$ cat config.mk
export PLATFORM = sky130hd
export DESIGN_NAME = regfile_wb_arbiter
export DESIGN_NICKNAME = d
export VERILOG_FILES = /design/src/rtl/regfile_wb_arbiter.sv
export SDC_FILE = /design/constraint.sdc
export NUM_CORES = 1
export LEC_CHECK = 0
export CELL_PAD_IN_SITES_DETAIL_PLACEMENT = 1
export CELL_PAD_IN_SITES_GLOBAL_PLACEMENT = 2
export CORE_ASPECT_RATIO = 1.4
export CORE_MARGIN = 3
export CORE_UTILIZATION = 19
export DETAILED_ROUTE_END_ITERATION = 10
export GPL_ROUTABILITY_DRIVEN = 0
export PLACE_DENSITY_LB_ADDON = 0.08
export SETUP_SLACK_MARGIN = 0.05
export SLEW_MARGIN = 20
export SYNTH_ARGS = -nofsm -noshare
export SYNTH_HDL_FRONTEND = slang
export SYNTH_SLANG_ARGS = --single-unit
$ cat constraint.sdc
create_clock -name clk -period 1.5 [get_ports clk]
set_input_delay 0.225 -clock clk [delete_from_list [all_inputs] [get_ports clk]]
set_output_delay 0.225 -clock clk [all_outputs]
set_load 0.02 [all_outputs]
$ cat src/rtl/regfile_wb_arbiter.sv
// Round-robin write-back arbiter sharing the register file write port between
// the ALU (requester 0) and the load/store unit (requester 1).
module regfile_wb_arbiter #(
  parameter int XLEN = 32
) (
  input  logic            clk,
  input  logic            reset,
  input  logic            req0_valid,
  input  logic [4:0]      req0_rd,
  input  logic [XLEN-1:0] req0_data,
  output logic            req0_ready,
  input  logic            req1_valid,
  input  logic [4:0]      req1_rd,
  input  logic [XLEN-1:0] req1_data,
  output logic            req1_ready,
  input  logic            wb_hold,
  output logic [4:0]      write_reg,
  output logic [XLEN-1:0] write_data,
  output logic            reg_write,
  output logic [31:0]     busy_mask,
  output logic            last_grant
);

  logic            grant0;
  logic            grant1;
  logic [4:0]      sel_rd;
  logic [XLEN-1:0] sel_data;

  logic            prio_q, prio_d;
  logic            last_grant_q, last_grant_d;
  logic            reg_write_q, reg_write_d;
  logic [4:0]      write_reg_q, write_reg_d;
  logic [XLEN-1:0] write_data_q, write_data_d;
  logic [31:0]     busy_mask_q, busy_mask_d;

  // Arbitration: a lone valid wins outright, a tie goes to prio_q.
  always_comb begin
    grant0 = 1'b0;
    grant1 = 1'b0;
    if (!reset && !wb_hold) begin
      if (req0_valid && req1_valid) begin
        grant0 = !prio_q;
        grant1 = prio_q;
      end else begin
        grant0 = req0_valid;
        grant1 = req1_valid;
      end
    end
  end

  assign req0_ready = grant0;
  assign req1_ready = grant1;
  assign sel_rd     = grant1 ? req1_rd : req0_rd;
  assign sel_data   = grant1 ? req1_data : req0_data;

  // Output stage drains every cycle; x0 writes consume the grant but load idle.
  always_comb begin
    prio_d       = prio_q;
    last_grant_d = last_grant_q;
    reg_write_d  = 1'b0;
    write_reg_d  = 5'd0;
    write_data_d = '0;
    busy_mask_d  = 32'd0;
    if (grant0 || grant1) begin
      prio_d       = grant0;
      last_grant_d = grant1;
      if (sel_rd != 5'd0) begin
        reg_write_d  = 1'b1;
        write_reg_d  = sel_rd;
        write_data_d = sel_data;
        busy_mask_d  = 32'd1 << sel_rd;
      end
    end
  end

  always_ff @(posedge clk) begin
    if (reset) begin
      prio_q       <= 1'b0;
      last_grant_q <= 1'b0;
      reg_write_q  <= 1'b0;
      write_reg_q  <= 5'd0;
      write_data_q <= '0;
      busy_mask_q  <= 32'd0;
    end else begin
      prio_q       <= prio_d;
      last_grant_q <= last_grant_d;
      reg_write_q  <= reg_write_d;
      write_reg_q  <= write_reg_d;
      write_data_q <= write_data_d;
      busy_mask_q  <= busy_mask_d;
    end
  end

  assign reg_write  = reg_write_q;
  assign write_reg  = write_reg_q;
  assign write_data = write_data_q;
  assign busy_mask  = busy_mask_q;
  assign last_grant = last_grant_q;

endmodule

==> results of run 1 <==
## routing by layer
metal  vias up  wire length (um)  track usage (%)
met5         -                 0                0
met4         0               228             5.44
met3        13               719             5.10
met2        93              6040             26.4
met1      1331              3690             12.2
li1       1374                 -                -
## Yosys cell counts (all sizes together)
cell / number / area (um2)
nor2b: 1 / 6.26
o211ai: 1 / 21.3
and3: 1 / 6.26
or3b: 1 / 8.76
nand2b: 4 / 25.0
a2111oi: 2 / 17.5
clkinv: 1 / 5.00
nand4: 1 / 6.26
nand2: 81 / 312
conb: 1 / 3.75
nor3: 3 / 15.0
buf: 12 / 83.8
clkbuf: 7 / 26.3
dfxtp: 72 / 1440
nand3: 1 / 5.00
a31oi: 2 / 18.8
mux2i: 2 / 23.8
nor3b: 3 / 33.8
nand3b: 1 / 7.51
a211oi: 1 / 7.51
o21ai: 5 / 40.0
inv: 3 / 11.3
o21a: 1 / 7.51
nor4b: 4 / 60.1
nor4: 1 / 6.26
a21oi: 45 / 334
a41oi: 3 / 26.3
nor2: 39 / 146
## critical path, delay by kind of cell
family / cells / cell delay, ns
buf+inv: 4 / 0.90
compound gates: 2 / 0.18
simple gates: 2 / 0.34
## power breakdown
part	switching [mW]	internal [mW]	total [mW]
Sequential	0.0101	1.96	1.97
Clock	0.935	1.16	2.09
Combinational	0.355	0.418	0.774
## kinds of logic after synthesis
| family | Yosys count |
|---|---|
| buffers and inverters | 23 |
| DFF | 72 |
| other | 1 |
| AOI/OAI and AO/OA | 60 |
| muxes | 2 |
| and+or+nand+nor | 141 |
## stage by stage
stage                     area, um2  worst slack (ns)  util (%)
after global placement         4660            -0.524      33.5
after CTS                      5070            0.0507      36.4
after detailed placement       4660            -0.541      33.5
final                          5220            0.0879      37.5
after global routing           5220            0.0207      37.5
after floorplan                2710            0.0616         -
## cell usage in the layout, fill, tap and decap left out, types with 4 or more instances in the layout
cell,Yosys,routed
clkdlybuf4s50_1,0,70
dfxtp_1,72,71
clkbuf_16,0,11
dlygate4sd2_1,0,74
buf_12,0,5
dlymetal6s2s_1,0,4
a21oi_2,29,31
nor2_1,39,39
nand2_1,80,80
buf_6,4,6
a21oi_1,16,12
buf_4,0,38
## layout make-up
type                    count  area (um2)
fillers                  1671        8690
inverters                   4        17.5
repair buffers            203        1970
multi-input cells         204        1270
clock inverters             7        63.8
flip-flops and latches     72        1440
clock buffers               9         225
well taps                 185         231
## worst paths after layout
| path | startpoint | endpoint |
|---|---|---|
| setup / recovery | req1_rd[0] | write_data[13]$_SDFF_PP0_ |
| hold / removal | req0_rd[4] | write_reg[4]$_SDFF_PP0_ |
| setup reg to reg | prio_q$_SDFFE_PP0N_ | write_data[19]$_SDFF_PP0_ |
| hold reg to reg | last_grant$_SDFFE_PP0N_ | last_grant$_SDFFE_PP0N_ |
## timing repair
item,4_1_cts,5_1_grt
gates cloned,2,2
hold endpoints to repair,0,0
endpoints found under the setup margin,142,50
hold buffers,0,0
setup buffers,7,3
resized for setup,107,18
pin swaps,3,6
==> impl_results.md, run 1 <==
* Post-synthesis sequential area ratio at 53.3%
* Max-cap violations at 0
* Worst R2R Path Depth at 8
* N_diodes at 0
* Reg2reg setup slack at 0.10 ns
* Adder-cell share of the synthesized area at 0%
* GRT Overall Usage at 13.5%
* Power per cell area at 926 mW/mm2
* Yosys reg bits at 72
* Clock net sink count at 72
* Post-synthesis mux area share at 0.878%
* Synthesized Nets at 378
* Max FO, Critical Path at 4
* NumNets Final at 573
* Mapped Area at 0.00271 mm2
* Setup TNS at 0 ns
* Initial drt markers at 39
* CP Class: input pin to register
* Clk root buf: clkbuf_16
* Layout cell share with drive strength beyond 1 at 25.7%
* Synthesis-to-finish area growth at 92.9%
* Slowest-stage cell, CP: clkdlybuf4s50_1
* CTS tree: built
* Compound-Gate Fraction of Synth Area at 17.5%
* Clock skew at 0.00467 ns
* DR WL/cell at 15.6 um
* CTS clk-pin slew, worst paths at 0.06 ns
* Worst vdd ir at 428 uV
* Post-Synth Simple-Gate Area at 23.6%
* Leak at 2.36 nW
* Period utilization at 94.1%
* Final ANT Viol Nets at 0
* Mean Syn Cell Area at 9.05 um2
* Outcome: completed
* Final Hold Fails at 0
* Cell variety after synth at 36
* Critical Path RT at 1.74 ns
* Std-Cell Rows at 51
* First-pass GRT wire length at 16.2 mm
* Die Span Y at 147 um
* Final WL at 10.7 mm
* Top Ports at 152
* Relative slew slack at 65.0%
* Hpwl dp at 7.88 mm
* WP data arrival at 1.65 ns
* CP Launch Type: input pin
* Mapped Cells at 299
* Largest net degree at the start of global routing at 18
* Hold_ws at 0.296 ns
* GR Overflow Total at 0
* Die width at 107 um
* H-tree levels at 3
* Initial antenna violation count at 0
* Fmax achieved at 0.708 GHz
* Drt first pass iters at 3
* Via count at 2811
* Final Non-Filler Cells at 684
* Final Max Slew Viols at 0
* CTS buffer count at 9
* Setup violations, final at 0
* Synth Warn # at 0
* Placed cells at 654
* CP Cell Sequence: clkdlybuf4s50_1, nor3_2, buf_4, nand4_1, o211ai_4, buf_6, clkbuf_16, a21oi_2
* Slew of the pin with the lowest slew margin at 0.520 ns
* DRC viols at 0
* CP endpoint kind: register
* Worst skew pair latency at 0.34 ns
* Clock Tree Buf Depth at 2
* Final min period at 1.41 ns
* Xor/xnor share of the synthesized area at 0%
* Via-per-instance ratio at 4.11
* RSZ-0062 raised after global routing: yes
* Combinational family with the most area after synthesis: simple AND/OR/NAND/NOR gates
* Starting Density at 19.5%
* DIE AREA at 0.0157 mm2
* Worst hold path cell count at 3
* Design Power at 4.84 mW
* Max incr delay on CP at 0.45 ns
* Vias in the first global route at 3036
* Port bufs at 151
* Core ar. at 0.0139 mm2
* HP Class: input pin to register
Note: power is estimated with default switching activity, not from simulation.
==> run 2: changes to the inputs <==
--- a/config.mk
+++ b/config.mk
@@ -8,7 +8,7 @@
 export CELL_PAD_IN_SITES_DETAIL_PLACEMENT = 1
 export CELL_PAD_IN_SITES_GLOBAL_PLACEMENT = 2
 export CORE_ASPECT_RATIO = 1.4
-export CORE_MARGIN = 3
+export CORE_MARGIN = 1.5
 export CORE_UTILIZATION = 19
 export DETAILED_ROUTE_END_ITERATION = 10
 export GPL_ROUTABILITY_DRIVEN = 0
==> run 2 against run 1 <==
Clock skew rose by 0.0014 ns. Core utilization rose by 0.12 points. Via count fell by 1.5%. Clock power rose by 13%. Hold slack improved by 0.072 ns. Combinational power fell by 2%. Register-to-register slack got worse by 0.04 ns. Flip-flop and latch count did not move. Critical path type is now register to register. First-iteration DRC count rose by 10%. Sequential power barely moved. Sequential share of layout area fell by 0.086 points. Critical path depth did not move.
==> impl_results.md, run 2 (synthesis gave the netlist of run 1 again) <==
* Outcome: completed
* Sw power at 1.24 mW
* Final WL at 10.1 mm
* Metal3 WL at 700 um
* Core ar. at 0.0139 mm2
* Vias in the first global route at 2952
* Worst Setup EP: write_data[7]$_SDFF_PP0_
* Worst R2R Path Depth at 8
* Slowest-stage cell, CP: dfxtp_2
* Initial antenna violation count at 0
* Final min period at 1.44 ns
* Clk root buf: clkbuf_16
* HP Class: input pin to register
* Initial drt markers at 43
* Clock skew at 0.00603 ns
* Final Hold Fails at 0
* Fill cell count at 1669
* Crit path from: prio_q$_SDFFE_PP0N_
* Setup violations, final at 0
* Starting Density at 19.5%
* Layout cell share with drive strength beyond 1 at 26.2%
* Worst skew pair latency at 0.33 ns
* CP Launch Type: register
* Seq pwr share at 38.8%
* Top layer in use: met4
* CP Buf/Inv Count at 4
* Hpwl dp at 7.35 mm
* Top cell by count, worst path: buf_6
* Final Max Slew Viols at 0
* Max-cap violations at 0
* Clock net sink count at 72
* Most common cell after layout, fill and taps aside: nand2_1
* GRT Overall Usage at 13.5%
* Instance count on the critical path at 8
* CP Cell Sequence: nand2b_4, buf_6, buf_6, nand4_1, o211ai_4, buf_6, clkbuf_16, a21oi_2
* Period utilization at 95.9%
* Hold buffer count at cts at 0
* Largest net degree at the start of global routing at 25
* Critical Path RT at 1.73 ns
* First-pass GRT wire length at 15.3 mm
* Commonest cells after routing, fill and taps aside: nand2_1 (79), dlygate4sd2_1 (76), dfxtp_1 (71)
* Power Internal at 3.84 mW
* CTS tree: built
* NumNets Final at 570
* Reg2reg setup slack at 0.06 ns
* DRC viols at 0
* Max incr delay on CP at 0.33 ns
* Hold_ws at 0.368 ns
* Port bufs at 151
* DIE AREA at 0.0150 mm2
* FF-to-FF End: write_data[7]$_SDFF_PP0_
* Top Ports at 152
* N_diodes at 0
* WP data arrival at 1.66 ns
* Clock power frac at 46.4%
* H-tree levels at 3
* Synthesis-to-finish area growth at 93.5%
* CTS buffer count at 9
* Setup TNS at 0 ns
* Met1 wire length at 3.62 mm
* Die width at 104 um
* Die Span Y at 144 um
* CP top delay family: buffers and inverters
* Via count at 2768
* Worst Slack Setup Final at 0.0610 ns
* CTS clk-pin slew, worst paths at 0.06 ns
* Leak at 2.34 nW
* Max FO, Critical Path at 5
* RSZ-0062 raised after global routing: yes
* DR WL met2 at 5.58 mm
* DR WL/cell at 14.9 um
* Worst vdd ir at 598 uV
* Pre-CTS setup slack at -0.611 ns
* CP Class: register to register
* Power per cell area at 971 mW/mm2
* GR Overflow Total at 0
* Sw Share at 24.4%
* Via-per-instance ratio at 4.06
* Clock Tree Buf Depth at 2
* CP endpoint kind: register
* Drt first pass iters at 3
* Fmax achieved at 0.695 GHz
* Final ANT Viol Nets at 0
* Std-Cell Rows at 51
* Combinational Power Share at 14.9%
* Crit Reg-Reg Startpoint: prio_q$_SDFFE_PP0N_
[run 2: cell count changes in the layout (fill, tap and decap cells not counted), sizes merged]
cell,previous run,this run
buf,52,49
bufinv,0,2
dlymetal6s2s,4,3
inv,8,6
dlygate4sd2,74,76
clkdlybuf4s15,1,0
[run 2: power by group through the flow]
| stage | sequential, mW | clock, mW | combinational (mW) |
|---|---|---|---|
| after global routing | 1.98 | 2.55 | 0.817 |
| after floorplan | 2.08 | 0 | 0.212 |
| after global placement | 2.02 | 0 | 0.694 |
| after CTS | 1.97 | 2.45 | 0.731 |
| after detailed placement | 2.02 | 0 | 0.701 |
| final | 1.97 | 2.36 | 0.756 |
[run 2: cell type report]
| cell class | count | area, um2 | area share [%] |
|---|---|---|---|
| timing repair buffer | 200 | 1950 | 37.2 |
| multi-input combinational | 204 | 1270 | 24.2 |
| clock inverter | 7 | 101 | 1.94 |
| sequential | 72 | 1440 | 27.5 |
| tap | 185 | 231 | 4.42 |
| clock buffer | 9 | 225 | 4.30 |
| inverter | 4 | 20.0 | 0.382 |
[run 2: timing repair]
action                                  CTS  global route
cloned                                    2             3
gates resized for setup                 109            19
pin swaps                                 4             2
endpoints found under the setup margin  140            68
buffers inserted                          8             2
[run 2: how the worst min path moves through the flow]
stage	cells past startpoint	from	endpoint	slack, ns
2_1_floorplan	1	reset	last_grant$_SDFFE_PP0N_	0.30
3_3_place_gp	2	last_grant$_SDFFE_PP0N_	last_grant$_SDFFE_PP0N_	0.48
3_5_place_dp	2	last_grant$_SDFFE_PP0N_	last_grant$_SDFFE_PP0N_	0.50
4_1_cts	3	reset	prio_q$_SDFFE_PP0N_	0.42
5_1_grt	4	req1_rd[3]	write_reg[3]$_SDFF_PP0_	0.38
6_report	4	req1_rd[3]	write_reg[3]$_SDFF_PP0_	0.37
[run 2: stage by stage]
step / utilization (%) / cells / instance area [um2] / power [mW]
final: 37.7 / 681 / 5240 / 5.08
after global routing: 37.7 / 681 / 5240 / 5.34
after CTS: 36.5 / 677 / 5080 / 5.16
after detailed placement: 33.3 / 651 / 4630 / 2.72
after global placement: 33.3 / 651 / 4630 / 2.71
after floorplan: - / 299 / 2710 / 2.29
[run 2: tightest hold or removal path, cell delays in order]
cell and delay (ns):
dlymetal6s2s_1 0.14, buf_4 0.17, nand2_1 0.07, a21oi_2 0.04
[run 2: layer usage]
metal / vias up / track usage (%)
met5: - / 0
met4: 0 / 5.85
met3: 13 / 4.87
met2: 92 / 26.2
met1: 1299 / 12.8
li1: 1364 / -
